File: src/rtl/fp_div_pkg.sv
// rtl/fp_div_pkg.sv - shared types and helpers for the sequential FP divider
// Widths are passed as arguments so one package serves every EXP_W/MANT_W instance.
package fp_div_pkg;

   typedef enum logic [2:0] {
      S_IDLE,
      S_SPECIAL,
      S_DIV,
      S_NORM,
      S_ROUND
   } state_e;

   typedef enum logic [1:0] {
      CLS_ZERO,
      CLS_NORMAL,
      CLS_INF,
      CLS_NAN
   } op_class_e;

   localparam int MAX_W = 128;

   // Quiet NaN: sign 0, exponent all ones, fraction MSB set; caller keeps the low bits.
   function automatic logic [MAX_W-1:0] fp_qnan(input int exp_w, input int mant_w);
      logic [MAX_W-1:0] v;
      v = ((MAX_W'(1) << exp_w) - MAX_W'(1)) << mant_w;
      v = v | (MAX_W'(1) << (mant_w - 1));
      return v;
   endfunction

   // Subnormals (exp=0) are classed as zero.
   function automatic op_class_e fp_classify(input logic [63:0]      exp_f,
                                             input logic [MAX_W-1:0] frac_f,
                                             input int               exp_w);
      logic [63:0] ones;
      op_class_e   c;
      ones = (64'd1 << exp_w) - 64'd1;
      if (exp_f == 64'd0) begin
         c = CLS_ZERO;
      end else if (exp_f == ones) begin
         c = (frac_f == '0) ? CLS_INF : CLS_NAN;
      end else begin
         c = CLS_NORMAL;
      end
      return c;
   endfunction

endpackage

File: src/rtl/fp_mant_div_iter.sv
// rtl/fp_mant_div_iter.sv - restoring bit-serial mantissa divider
// done_o is high during the final step so the caller can leave on that same edge.
module fp_mant_div_iter
   import fp_div_pkg::*;
#(
   parameter int MANT_W = 23
) (
   input  logic              clk,
   input  logic              rst,
   input  logic              load_i,
   input  logic              step_i,
   input  logic [MANT_W:0]   a_mant_i,
   input  logic [MANT_W:0]   b_mant_i,
   output logic              done_o,
   output logic [MANT_W+3:0] q_o,
   output logic [MANT_W+1:0] rem_o
);

   localparam int QW = MANT_W + 4;
   localparam int CW = $clog2(QW + 1);
   localparam logic [CW-1:0] LAST = CW'(QW - 1);

   logic [MANT_W+1:0] rem_q, rem_d, rem_sub;
   logic [MANT_W:0]   div_q, div_d;
   logic [QW-1:0]     q_q, q_d;
   logic [CW-1:0]     cnt_q, cnt_d;
   logic              ge;

   assign ge      = rem_q >= {1'b0, div_q};
   assign rem_sub = ge ? (rem_q - {1'b0, div_q}) : rem_q;

   always_comb begin
      rem_d = rem_q;
      div_d = div_q;
      q_d   = q_q;
      cnt_d = cnt_q;
      if (load_i) begin
         rem_d = {1'b0, a_mant_i};
         div_d = b_mant_i;
         q_d   = '0;
         cnt_d = '0;
      end else if (step_i) begin
         rem_d = rem_sub << 1;
         q_d   = {q_q[QW-2:0], ge};
         cnt_d = cnt_q + CW'(1);
      end
   end

   always_ff @(posedge clk or posedge rst) begin
      if (rst) begin
         rem_q <= '0;
         div_q <= '0;
         q_q   <= '0;
         cnt_q <= '0;
      end else begin
         rem_q <= rem_d;
         div_q <= div_d;
         q_q   <= q_d;
         cnt_q <= cnt_d;
      end
   end

   assign done_o = step_i && (cnt_q == LAST);
   assign q_o    = q_q;
   assign rem_o  = rem_q;

endmodule

File: src/rtl/fp_div_seq.sv
// rtl/fp_div_seq.sv - multi-cycle IEEE-754-style divider with RNE and exception flags
// FSM handles classification, exponent, normalisation and rounding around the mantissa iterator.
module fp_div_seq
   import fp_div_pkg::*;
#(
   parameter int EXP_W  = 8,
   parameter int MANT_W = 23,
   parameter int BIAS   = 2**(EXP_W-1)-1
) (
   input  logic                    clk,
   input  logic                    rst,
   input  logic                    start_i,
   input  logic [EXP_W+MANT_W:0]   data_iA,
   input  logic [EXP_W+MANT_W:0]   data_iB,
   output logic                    ready_o,
   output logic                    valid_o,
   output logic [EXP_W+MANT_W:0]   data_o,
   output logic                    invalid_o,
   output logic                    divzero_o,
   output logic                    overflow_o,
   output logic                    underflow_o
);

   localparam int W  = 1 + EXP_W + MANT_W;
   localparam int EW = EXP_W + 2;
   localparam int QW = MANT_W + 4;
   localparam logic [MAX_W-1:0]     QNAN_FULL = fp_qnan(EXP_W, MANT_W);
   localparam logic [W-1:0]         QNAN      = QNAN_FULL[W-1:0];
   localparam logic signed [EW-1:0] BIAS_S    = EW'(BIAS);
   localparam logic signed [EW-1:0] E_ONE     = EW'(1);
   localparam logic signed [EW-1:0] E_MAX     = $signed({2'b00, {EXP_W{1'b1}}});

   state_e                state_q, state_d;
   op_class_e             a_cls_q, a_cls_d, b_cls_q, b_cls_d;
   logic                  sign_q, sign_d;
   logic signed [EW-1:0]  e_q, e_d;
   logic [MANT_W-1:0]     frac_q, frac_d;
   logic                  grd_q, grd_d, rnd_q, rnd_d, stk_q, stk_d;
   logic [W-1:0]          data_q, data_d;
   logic                  valid_q, valid_d;
   logic                  invalid_q, invalid_d, divzero_q, divzero_d;
   logic                  overflow_q, overflow_d, underflow_q, underflow_d;

   op_class_e             cls_a, cls_b;
   logic                  iter_load, iter_step, iter_done;
   logic [QW-1:0]         iter_q;
   logic [MANT_W+1:0]     iter_rem;
   logic                  round_up;
   logic [MANT_W:0]       frac_r;
   logic signed [EW-1:0]  e_r;
   logic [W-1:0]          inf_res, zero_res;

   assign cls_a = fp_classify(64'(data_iA[W-2:MANT_W]), MAX_W'(data_iA[MANT_W-1:0]), EXP_W);
   assign cls_b = fp_classify(64'(data_iB[W-2:MANT_W]), MAX_W'(data_iB[MANT_W-1:0]), EXP_W);

   fp_mant_div_iter #(.MANT_W(MANT_W)) u_iter (
      .clk      (clk),
      .rst      (rst),
      .load_i   (iter_load),
      .step_i   (iter_step),
      .a_mant_i ({1'b1, data_iA[MANT_W-1:0]}),
      .b_mant_i ({1'b1, data_iB[MANT_W-1:0]}),
      .done_o   (iter_done),
      .q_o      (iter_q),
      .rem_o    (iter_rem)
   );

   // The hidden bit is implicit after NORM, so a fraction carry-out means mantissa 2.0.
   assign round_up = grd_q & (rnd_q | stk_q | frac_q[0]);
   assign frac_r   = {1'b0, frac_q} + {{MANT_W{1'b0}}, round_up};
   assign e_r      = e_q + $signed({{(EW-1){1'b0}}, frac_r[MANT_W]});
   assign inf_res  = {sign_q, {EXP_W{1'b1}}, {MANT_W{1'b0}}};
   assign zero_res = {sign_q, {(W-1){1'b0}}};

   always_comb begin
      state_d     = state_q;
      a_cls_d     = a_cls_q;
      b_cls_d     = b_cls_q;
      sign_d      = sign_q;
      e_d         = e_q;
      frac_d      = frac_q;
      grd_d       = grd_q;
      rnd_d       = rnd_q;
      stk_d       = stk_q;
      data_d      = data_q;
      valid_d     = 1'b0;
      invalid_d   = invalid_q;
      divzero_d   = divzero_q;
      overflow_d  = overflow_q;
      underflow_d = underflow_q;
      iter_load   = 1'b0;
      iter_step   = 1'b0;

      case (state_q)
         S_IDLE: begin
            if (start_i) begin
               sign_d      = data_iA[W-1] ^ data_iB[W-1];
               a_cls_d     = cls_a;
               b_cls_d     = cls_b;
               e_d         = $signed({2'b00, data_iA[W-2:MANT_W]})
                           - $signed({2'b00, data_iB[W-2:MANT_W]}) + BIAS_S;
               invalid_d   = 1'b0;
               divzero_d   = 1'b0;
               overflow_d  = 1'b0;
               underflow_d = 1'b0;
               if (cls_a != CLS_NORMAL || cls_b != CLS_NORMAL) begin
                  state_d = S_SPECIAL;
               end else begin
                  iter_load = 1'b1;
                  state_d   = S_DIV;
               end
            end
         end
         S_SPECIAL: begin
            valid_d = 1'b1;
            state_d = S_IDLE;
            if (a_cls_q == CLS_NAN || b_cls_q == CLS_NAN ||
                (a_cls_q == CLS_ZERO && b_cls_q == CLS_ZERO) ||
                (a_cls_q == CLS_INF && b_cls_q == CLS_INF)) begin
               data_d    = QNAN;
               invalid_d = 1'b1;
            end else if (b_cls_q == CLS_ZERO) begin
               data_d    = inf_res;
               divzero_d = (a_cls_q == CLS_NORMAL);
            end else if (a_cls_q == CLS_INF) begin
               data_d = inf_res;
            end else begin
               data_d = zero_res;
            end
         end
         S_DIV: begin
            iter_step = 1'b1;
            if (iter_done) begin
               state_d = S_NORM;
            end
         end
         S_NORM: begin
            state_d = S_ROUND;
            if (iter_q[QW-1]) begin
               frac_d = iter_q[QW-2:3];
               grd_d  = iter_q[2];
               rnd_d  = iter_q[1];
               stk_d  = iter_q[0] | (|iter_rem);
            end else begin
               frac_d = iter_q[QW-3:2];
               grd_d  = iter_q[1];
               rnd_d  = iter_q[0];
               stk_d  = |iter_rem;
               e_d    = e_q - E_ONE;
            end
         end
         S_ROUND: begin
            valid_d = 1'b1;
            state_d = S_IDLE;
            if (!e_r[EW-1] && e_r >= E_MAX) begin
               data_d     = inf_res;
               overflow_d = 1'b1;
            end else if (e_r[EW-1] || e_r == '0) begin
               data_d      = zero_res;
               underflow_d = 1'b1;
            end else begin
               data_d = {sign_q, e_r[EXP_W-1:0], frac_r[MANT_W-1:0]};
            end
         end
         default: state_d = S_IDLE;
      endcase
   end

   always_ff @(posedge clk or posedge rst) begin
      if (rst) begin
         state_q     <= S_IDLE;
         a_cls_q     <= CLS_ZERO;
         b_cls_q     <= CLS_ZERO;
         sign_q      <= 1'b0;
         e_q         <= '0;
         frac_q      <= '0;
         grd_q       <= 1'b0;
         rnd_q       <= 1'b0;
         stk_q       <= 1'b0;
         data_q      <= '0;
         valid_q     <= 1'b0;
         invalid_q   <= 1'b0;
         divzero_q   <= 1'b0;
         overflow_q  <= 1'b0;
         underflow_q <= 1'b0;
      end else begin
         state_q     <= state_d;
         a_cls_q     <= a_cls_d;
         b_cls_q     <= b_cls_d;
         sign_q      <= sign_d;
         e_q         <= e_d;
         frac_q      <= frac_d;
         grd_q       <= grd_d;
         rnd_q       <= rnd_d;
         stk_q       <= stk_d;
         data_q      <= data_d;
         valid_q     <= valid_d;
         invalid_q   <= invalid_d;
         divzero_q   <= divzero_d;
         overflow_q  <= overflow_d;
         underflow_q <= underflow_d;
      end
   end

   assign ready_o     = (state_q == S_IDLE);
   assign valid_o     = valid_q;
   assign data_o      = data_q;
   assign invalid_o   = invalid_q;
   assign divzero_o   = divzero_q;
   assign overflow_o  = overflow_q;
   assign underflow_o = underflow_q;

endmodule
File: config.mk
export PLATFORM = sky130hd
export DESIGN_NAME = fp_div_seq
export DESIGN_NICKNAME = d
export VERILOG_FILES = /design/src/rtl/fp_div_pkg.sv /design/src/rtl/fp_mant_div_iter.sv /design/src/rtl/fp_div_seq.sv
export SDC_FILE = /design/constraint.sdc
export NUM_CORES = 1
export LEC_CHECK = 0
export ABC_AREA = 1
export CAP_MARGIN = 20
export CORE_MARGIN = 2
export CORE_UTILIZATION = 45
export CTS_CLUSTER_SIZE = 20
export DETAILED_ROUTE_END_ITERATION = 8
export DONT_BUFFER_PORTS = 1
export GPL_TIMING_DRIVEN = 0
export PLACE_DENSITY = 0.69
export SYNTH_ARGS = -nofsm -noshare
export SYNTH_HDL_FRONTEND = slang
export SYNTH_SLANG_ARGS = --single-unit
File: constraint.sdc
create_clock -name clk -period 5.5 [get_ports clk]
set_input_delay 0 -clock clk [delete_from_list [all_inputs] [get_ports clk]]
set_output_delay 0 -clock clk [all_outputs]
set_load 0.03 [all_outputs]
### Yosys cells after proc, flatten, opt, wreduce, memory -nomap -nowiden

Index checks and enable logic that the tools add are counted.

| storage, ports and cells | value |
|---|---|
| word-level logic and storage cells | 134 |
| output and inout bits | 38 |
| bits in registers | 162 |
| input port bits | 67 |

| cells by class | value |
|---|---|
| bitwise operators | 5 |
| equal/unequal tests | 23 |
| mux-type cells | 46 |
| magnitude comparators | 2 |
| reduce and logical (&&, ||, !) cells | 32 |
| add/subtract/negate cells | 7 |

Operators with widths:

| cell | count |
|---|---|
| 31-bit 2-to-1 mux | 4 |
| 32-bit case mux with 2 select lines | 1 |
| 27-bit 2-to-1 mux | 2 |
| 25-bit 2-to-1 mux | 2 |
| 23-bit zero test | 2 |
| 32-bit 2-to-1 mux | 1 |
| 25-bit by 24-bit greater-or-equal comparator with 1-bit output | 1 |
| 25-bit OR reduction | 1 |
| 23-bit by 1-bit adder with 24-bit output | 1 |
| 24-bit 2-to-1 mux | 1 |
| 24-bit subtractor | 1 |
| 23-bit 2-to-1 mux | 1 |
| 10-bit 2-to-1 mux | 2 |
| 10-bit case mux with 2 select lines | 1 |
| 2-bit != test (second input constant) | 9 |
| 1-bit 2-to-1 mux | 17 |
| 8-bit == test (second input constant) | 2 |
| 8-bit zero test | 2 |
| 10-bit by 2-bit adder with 10-bit output | 1 |
| 9-bit by 8-bit adder with 10-bit output (second input constant) | 1 |
| 10-bit by 9-bit greater-or-equal comparator with 1-bit output (second input constant) | 1 |
| 10-bit zero test | 1 |
| 2-bit 2-to-1 mux | 5 |
| 5-bit 2-to-1 mux | 2 |
| 26 further kinds | 53 |

### Logic depth before layout (Yosys ltp)

Gate-level depths: netlist (run 1).

| depth | value |
|---|---|
| depth after elaboration | 10 |
| gate-level depth with buffers | 23 |
| depth with buffers taken out | 23 |

### Cells and area by module

Synthesis (run 1) repeated with hierarchy kept, for this count alone.

| second synthesis, totals | value |
|---|---|
| cell total of the unflattened synthesis | 1470 |
| area total of the unflattened synthesis | 10513.8 um^2 |

By module, submodules not included:

| module | sequential area each (um^2) | cells each | area an instance (um^2) | instances |
|---|---|---|---|---|
| fp_div_seq | 2026.9 | 781 | 5402.7 | 1 |
| fp_mant_div_iter | 2026.9 | 689 | 5111.2 | 1 |

### Worst setup path after synthesis (run 1)

Ideal clock, no wire load.

| timing | value |
|---|---|
| path type | reg-to-reg |
| from | register frac_q[5] |
| to | register data_q[2] (netlist: data_o[2]) |
| path buffers | 1 |
| period minus slack after synthesis | 3090 ps |
| slack | 2410 ps |
| data required time | 5378 ps |
| setup time | 122 ps |
| stages on the path, launching flop included | 21 |
| arrival | 2968 ps |
| path through | dfrtp_1 inv_1 nor3_2 nand3_1 nor2_1 nand4_1 nor2_1 nand3_1 nor3_1 ha_1 ha_1 or2_2 nor2_1 nand3_1 nor2_1 nand3_2 nand2_4 nor2_8 inv_4 buf_6 o21ai_2 |

| on the way | value |
|---|---|
| word-level cells in the longest chain between the ends | 7 |
| elaborated cells between the ends (all ways) | 10 |
| classes of those cells | 2 x add/sub; 1 x order compare; 3 x mux; 4 x reduce/logical |

Ends and longest elaborated chain:

| element | RTL line | source |
|---|---|---|
| from (decl) | fp_div_seq.sv:37 | `logic [MANT_W-1:0] frac_q, frac_d;` |
| from (signal assigned) | fp_div_seq.sv:192 | `frac_q <= frac_d;` |
| 23-bit by 1-bit adder with 24-bit output * | fp_div_seq.sv:70 | `assign frac_r = {1'b0, frac_q} + {{MANT_W{1'b0}}, round_up};` |
| 10-bit by 2-bit adder with 10-bit output * | fp_div_seq.sv:71 | `assign e_r = e_q + $signed({{(EW-1){1'b0}}, frac_r[MANT_W]});` |
| branches (longest 3 deep; another with 10-bit by 9-bit greater-or-equal comparator with 1-bit output) | n/a |  |
| 31-bit 2-to-1 mux * | fp_div_seq.sv:155 | `if (!e_r[EW-1] && e_r >= E_MAX) begin` |
| 32-bit case mux with 2 select lines * | fp_div_seq.sv:94 | `case (state_q)` |
| to (signal assigned) | fp_div_seq.sv:196 | `data_q <= data_d;` |
| to (decl) | fp_div_seq.sv:39 | `logic [W-1:0] data_q, data_d;` |

Mark *: on every way between the ends.
A chain may end at the register's enable or synchronous reset.

### Final worst setup path (run 1)

| timing | value |
|---|---|
| from | register frac_q[5] |
| to | register data_q[22] (netlist: data_o[22]) |

| on the way | value |
|---|---|
| word-level cells in the longest chain between the ends | 7 |
| elaborated cells between the ends (all ways) | 10 |
| classes of those cells | 2 x add/sub; 1 x order compare; 3 x mux; 4 x reduce/logical |

Ends and longest elaborated chain:

| element | RTL line |
|---|---|
| 23-bit by 1-bit adder with 24-bit output * | fp_div_seq.sv:70 |
| branches (longest 4 deep; another with 10-bit by 2-bit adder with 10-bit output) | n/a |
| 31-bit 2-to-1 mux * | fp_div_seq.sv:155 |
| 32-bit case mux with 2 select lines * | fp_div_seq.sv:94 |

Marks and branches as above.

==> flow_metrics.env, run 1 <==
export IMPL_mostFrequentLayoutCell="nand2_1"
export IMPL_p_leak_nw=5.94
export IMPL_async_flop_share_pct=100
export IMPL_setup_viol=0
export IMPL_timing_rr_end="data_o[22]"
export IMPL_setup_tns_ns=0
export IMPL_nFillCells=2297
export IMPL_core_area_um2=23300
export IMPL_dp_hpwl_mm=22.6
export IMPL_grt_total_usage_pct=24.7
export IMPL_antenna_found_initial=0
export IMPL_fin_area_um2=12300
export IMPL_via_per_inst=5.26
export IMPL_diodes=0
export IMPL_finalClockSkew_ns=0.0167
export IMPL_cts_tree="built"
export IMPL_rr_startpoint="frac_q[5]"
export IMPL_wire_per_inst_um=15.4
export IMPL_yosysUniqueCellTypes=46
export IMPL_synth_top_area_share_pct=38.2
export IMPL_num_io_pins=105
export IMPL_die_area_um2=24800
export IMPL_synthesis_area_um2=10600
export IMPL_h_tree_depth=4
export IMPL_drcViolationCount=0
export IMPL_ys_warn_count=0
export IMPL_antenna_left=0
export IMPL_synth_edf_count=0
export IMPL_slew_limit_headroom_pct=44.1
export IMPL_top_usage_layer="met2"
export IMPL_syn_nets=1617
export IMPL_r2r_cells=20
export IMPL_syn_to_final_growth_pct=15.7
export IMPL_synthCells=1509
export IMPL_hold_viol=0
export IMPL_grtUsageMet2_pct=44.5
export IMPL_start_util_pct=45.6
export IMPL_finalWorstSetupSlack_ns=1.66
export IMPL_dpl_cell_area_um2=11000
export IMPL_arrival_ns=4.17
export IMPL_start_kind="register"
export IMPL_pwr_density_cell_nw_per_um2=625
export IMPL_r2r_slack_ns=1.66
export IMPL_layout_drive_gt1_share_pct=4.87
export IMPL_cts_made_buffers=17
export IMPL_synth_seq_cells=162
export IMPL_first_iter_violations=704
export IMPL_final_cell_mix="423 x nand2_1, 220 x inv_1, 162 x dfrtp_1"
export IMPL_overflow=0
export IMPL_clock_sinks=162
export IMPL_final_max_slew_viol_count=0
export IMPL_dieHeight_um=157
export IMPL_tightest_slew_ns=0.836
export IMPL_clock_latency_ns=0.44
export IMPL_grtUsageMet1_pct=30.6
export IMPL_post_cts_resized=0
export IMPL_clock_path_buffers=2
export IMPL_startpoint="frac_q[5]"
export IMPL_worstSetupPathType="reg -> reg"
export IMPL_yosysTopAreaCell="dfrtp_1"
export IMPL_rows=56
export IMPL_rsz0062_at_grt="no"
export IMPL_pre_cts_ws_ns=1.68
export IMPL_power_mw=7.67
export IMPL_grt_pass1_vias=9801
export IMPL_end_kind="register"
export IMPL_hp_class="in -> reg"
export IMPL_gp_congestion=0.976
export IMPL_portBuffers=0
export IMPL_root_buffer="clkbuf_16"
export IMPL_min_period_ns=3.84
export IMPL_hold_depth=4
export IMPL_dr_pass1_iters=7
export IMPL_outcome="complete, no violations"
export IMPL_crit_fanout=10
export IMPL_final_nets=1697
export IMPL_met3_usage_pct=3.17
export IMPL_wirelength_mm=29.6
export IMPL_vias=10100
export IMPL_grt_start_max_net_pins=136
export IMPL_fp_dieW_um=157
export IMPL_max_freq_ghz=0.261
export IMPL_yosys_top_cells_area="dfrtp_1 38%, nand2_1 15%, inv_1 7.8%"
export IMPL_crit_end="data_o[22]"
export IMPL_maxCapViolCount=0
export IMPL_clk_pin_slew_ns=0.08
export IMPL_dominantRegCellSynth="dfrtp_1"
export IMPL_grt_pass1_wl_mm=48.7
export IMPL_finalCritPeriodShare_pct=69.7
export IMPL_synth_area_per_cell_um2=7.02
export IMPL_yosysSeqAreaShare_pct=38.2
export IMPL_vdd_drop_max_uv=326
export IMPL_cts_setup_buffers=0
export IMPL_cp_required_ns=5.84
==> cell families after synthesis <==
kind of cell,after synthesis,share of synthesized area (%)
AND/OR/NAND/NOR,796,33.2
buffers and inverters,274,9.86
AO/OA/AOI/OAI,207,11.3
flip-flops,162,38.2
adder cells (fa/ha/maj),41,4.98
XOR/XNOR,29,2.40
==> where the power goes <==
part           total, mW  switching (mW)  internal (mW)
clock               1.23           0.605          0.625
sequential          2.31           0.609           1.70
combinational       4.13            2.73           1.40
==> stage by stage <==
| stage | cells | hold slack [ns] | utilization, % |
|---|---|---|---|
| after floorplan | 1509 | 0.110 | - |
| after global placement | 1828 | 0.120 | 47.3 |
| after detailed placement | 1829 | -0.187 | 47.4 |
| after CTS | 1921 | 0.00734 | 52.7 |
| after global routing | 1921 | 0.0207 | 52.7 |
| final | 1921 | 0.00261 | 52.7 |
==> synthesized netlist by cell type (4+ instances only) <==
library cell	count
nand3b_1	7
or2_2	11
nor4_1	22
dfrtp_1	162
o21bai_1	5
xnor2_1	7
nor3_1	13
xor2_1	22
nand2_2	4
a31oi_1	17
o211ai_1	13
a21oi_1	40
nand4_1	51
ha_1	39
o21ai_2	11
o22ai_1	27
nand2_1	423
nor2_1	104
inv_1	221
o21ai_0	84
buf_2	5
nand3_1	148
clkbuf_1	41
==> critical path: stages, from the launching register on <==
cell	delay, ns
dfrtp_1	0.41
inv_1	0.11
nor3_2	0.35
nand3_1	0.21
nor2_1	0.16
nand4_1	0.13
nor2_1	0.12
nand3_1	0.10
nor3_1	0.34
ha_1	0.25
ha_1	0.19
nand2_1	0.11
nor2_2	0.17
nand2_1	0.12
o21bai_1	0.14
nand2_1	0.09
nand3_2	0.16
nand2_4	0.10
nor2_8	0.20
nand2_1	0.08
a21oi_1	0.20
==> worst min path at each step <==
stage	startpoint	end
after floorplan	data_iB[0]	u_iter.div_q[0]
after global placement	data_iB[0]	u_iter.div_q[0]
after detailed placement	rst	u_iter.rem_o[6]
after CTS	data_iB[27]	b_cls_q[0]
after global routing	data_iB[24]	b_cls_q[0]
final	data_iB[27]	b_cls_q[0]
==> flip-flops by register name (all words and copies together) (netlist names), 2 cells and up <==
register	flops
data_o	32
u_iter.q_o	27
u_iter.rem_o	25
u_iter.div_q	24
frac_q	23
e_q	10
u_iter.cnt_q	5
state_q	3
a_cls_q	2
b_cls_q	2
==> cell type report <==
class / instances / area, um2 / area share [%]
inverters: 225 / 855 / 6.97
well taps: 319 / 399 / 3.26
multi-input cells: 1073 / 5500 / 44.9
flip-flops and latches: 162 / 4050 / 33.1
repair buffers: 61 / 628 / 5.12
clock inverters: 15 / 201 / 1.64
clock buffers: 17 / 425 / 3.47
plain buffers: 49 / 198 / 1.61
==> layer usage <==
layer | vias up | routed length (um) | part of all wire, %
li1 | 5101 | - | -
met1 | 4696 | 12900 | 44
met2 | 257 | 14800 | 50
met3 | 41 | 1270 | 4.3
met4 | 0 | 629 | 2.1
met5 | - | 0 | 0
==> timing repair <==
action,in CTS,in global routing
hold buffers,60,0
endpoints found under the setup margin,0,0
hold endpoints to repair,216,0
Power figures use the tool's default switching activity.
==> inputs of run 2 (changes only) <==
- clock period: 5.5 -> 4 ns (I/O delays scaled with it)
==> run 2 against run 1 <==
Sequential cell count stayed put. Total power is 38% higher. Sequential share of layout area is 0.22 points lower. Clock skew is 0.0052 ns lower. Largest cell class unchanged.
==> flow_metrics.env, run 2 (synthesized netlist as in run 1, its figures left out) <==
export IMPL_top_usage_layer="met2"
export IMPL_hold_path_endpoint="a_cls_q[0]"
export IMPL_power_mw=10.6
export IMPL_fp_dieW_um=157
export IMPL_rsz0062_at_grt="no"
export IMPL_cpLargestDelayFamily="simple AND/OR/NAND/NOR gates"
export IMPL_r2r_cells=22
export IMPL_worstSetupPathType="reg -> reg"
export IMPL_die_area_um2=24800
export IMPL_portBuffers=0
export IMPL_gp_congestion=0.993
export IMPL_first_iter_violations=750
export IMPL_rows=56
export IMPL_grtUsageMet1_pct=29.8
export IMPL_start_util_pct=45.6
export IMPL_hold_viol=0
export IMPL_hold_depth=6
export IMPL_drcViolationCount=0
export IMPL_antenna_left=0
export IMPL_grt_start_max_net_pins=43
export IMPL_wirelength_mm=30.0
export IMPL_crit_fanout=10
export IMPL_r2r_slack_ns=0.38
export IMPL_timing_rr_end="data_o[14]"
export IMPL_dpl_cell_area_um2=11100
export IMPL_power_frac_clock_pct=16.3
export IMPL_h_tree_depth=4
export IMPL_pwr_density_cell_nw_per_um2=856
export IMPL_mostFrequentLayoutCell="nand2_1"
export IMPL_grt_total_usage_pct=25.0
export IMPL_arrival_ns=3.95
export IMPL_antenna_found_initial=0
export IMPL_grt_pass1_wl_mm=48.8
export IMPL_via_per_inst=5.28
export IMPL_clock_latency_ns=0.44
export IMPL_hold_start="data_iA[22]"
export IMPL_grt_pass1_vias=9948
export IMPL_nFillCells=2309
export IMPL_clk_pin_slew_ns=0.08
export IMPL_start_kind="register"
export IMPL_dp_hpwl_mm=23.2
export IMPL_p_leak_nw=5.98
export IMPL_cp_required_ns=4.33
export IMPL_overflow=0
export IMPL_hp_class="in -> reg"
export IMPL_clock_sinks=162
export IMPL_diodes=0
export IMPL_core_area_um2=23300
export IMPL_comb_power_share_pct=53.6
export IMPL_setup_tns_ns=0
export IMPL_met3_usage_pct=4.24
export IMPL_startpoint="frac_q[5]"
export IMPL_min_period_ns=3.62
export IMPL_p_sw_share_pct=51.0
export IMPL_setup_viol=0
export IMPL_vias=10200
export IMPL_dr_pass1_iters=5
export IMPL_wire_per_inst_um=15.6
export IMPL_cp_slowest_stage_delay_ns=0.41
export IMPL_vdd_drop_max_uv=421
export IMPL_cts_tree="built"
export IMPL_worstPathCellList="inv_1, nor3_4, nand3_1, nor2_1, nand4_1, nor2_1, nand3_1, nor3_2, ha_1, ha_1, nand2_1, nor2_2, nand2_1, nand2_1, nand3_1, nor2_1, nand3_2, nand2_4, nor2_8, inv_4, buf_6, o21ai_2"
export IMPL_end_kind="register"
export IMPL_max_freq_ghz=0.276
export IMPL_holdWs_ns=0.0277
export IMPL_crit_path_top_delay_cell="dfrtp_1"
export IMPL_final_cell_mix="423 x nand2_1, 220 x inv_1, 162 x dfrtp_1"
export IMPL_fin_area_um2=12300
export IMPL_finalCritPeriodShare_pct=90.5
export IMPL_maxCapViolCount=0
export IMPL_largest_reg_flops=32
export IMPL_num_io_pins=105
export IMPL_switchingPower_mw=5.39
export IMPL_cts_made_buffers=17
export IMPL_layout_drive_gt1_share_pct=5.10
export IMPL_final_cells=1926
export IMPL_rr_startpoint="frac_q[5]"
export IMPL_root_buffer="clkbuf_16"
export IMPL_tightest_slew_ns=0.851
export IMPL_dieHeight_um=157
export IMPL_final_max_slew_viol_count=0
export IMPL_p_int_mw=5.18
export IMPL_grtUsageMet2_pct=44.9
export IMPL_outcome="complete, no violations"
export IMPL_finalClockSkew_ns=0.0115
export IMPL_p_seq_share_pct=30.1
export IMPL_crit_buf_inv=3
export IMPL_clock_path_buffers=2
export IMPL_cts_setup_buffers=0
export IMPL_syn_to_final_growth_pct=16.5
export IMPL_final_nets=1702
export IMPL_slew_limit_headroom_pct=43.0
export IMPL_placed_cells=1832
## run 2: cell count changes in the layout (fill, tap and decap cells not counted), sizes merged
cell and change:
buf +3, bufinv +1, clkinv -3, clkinvlp +1, dlygate4sd3 +2, inv +1
## run 2: metrics by stage
stage	setup WS [ns]	utilization, %
after floorplan	0.910	-
after global placement	0.215	47.3
after detailed placement	0.175	47.6
after CTS	0.189	53.0
after global routing	0.0364	53.1
final	0.380	53.1
## run 2: layout make-up
type / count / area [um2] / share of cell area [%]
buffer: 49 / 198 / 1.60
clock buffer: 17 / 425 / 3.45
clock inverter: 15 / 205 / 1.66
inverter: 225 / 851 / 6.89
multi-input combinational: 1073 / 5510 / 44.6
sequential: 162 / 4050 / 32.8
tap: 319 / 399 / 3.23
timing repair buffer: 66 / 701 / 5.68
## run 2: metal layers
layer,part of all wire (%),vias to the layer above
li1,-,5123
met2,50,272
met5,0,-
met3,4.6,66
met1,42,4709
met4,3.2,0
## run 2: how the worst max path moves through the flow
stage | slack [ns] | depth (start not counted) | end
after floorplan | 0.91 | 20 | data_o[2]
after global placement | 0.22 | 22 | data_o[7]
after detailed placement | 0.17 | 22 | data_o[3]
after CTS | 0.19 | 22 | data_o[14]
after global routing | 0.04 | 21 | data_o[14]
final | 0.38 | 22 | data_o[14]
## run 2: worst reg2reg max path, cell delays in order, from the launching register on
cell and delay, ns:
dfrtp_1 0.41, inv_1 0.13, nor3_4 0.28, nand3_1 0.18, nor2_1 0.16, nand4_1 0.13, nor2_1 0.12, nand3_1 0.13
nor3_2 0.20, ha_1 0.21, ha_1 0.19, nand2_1 0.10, nor2_2 0.17, nand2_1 0.12, nand2_1 0.10, nand3_1 0.09
nor2_1 0.11, nand3_2 0.18, nand2_4 0.16, nor2_8 0.08, inv_4 0.07, buf_6 0.15, o21ai_2 0.06
## run 2: timing repair
item                                    in CTS  in global routing
hold buffers                                62                  0
gates resized for setup                      0                  2
endpoints found under the hold margin      181                  0
endpoints found under the setup margin       0                 22
## run 2: power by group through the flow
stage / logic, mW / clock network, mW / registers, mW
6_report: 5.67 / 1.72 / 3.18
5_1_grt: 6.49 / 1.83 / 3.28
4_1_cts: 5.63 / 1.75 / 3.17
3_5_place_dp: 5.53 / 0 / 3.20
3_3_place_gp: 5.44 / 0 / 3.18
2_1_floorplan: 4.27 / 0 / 3.04
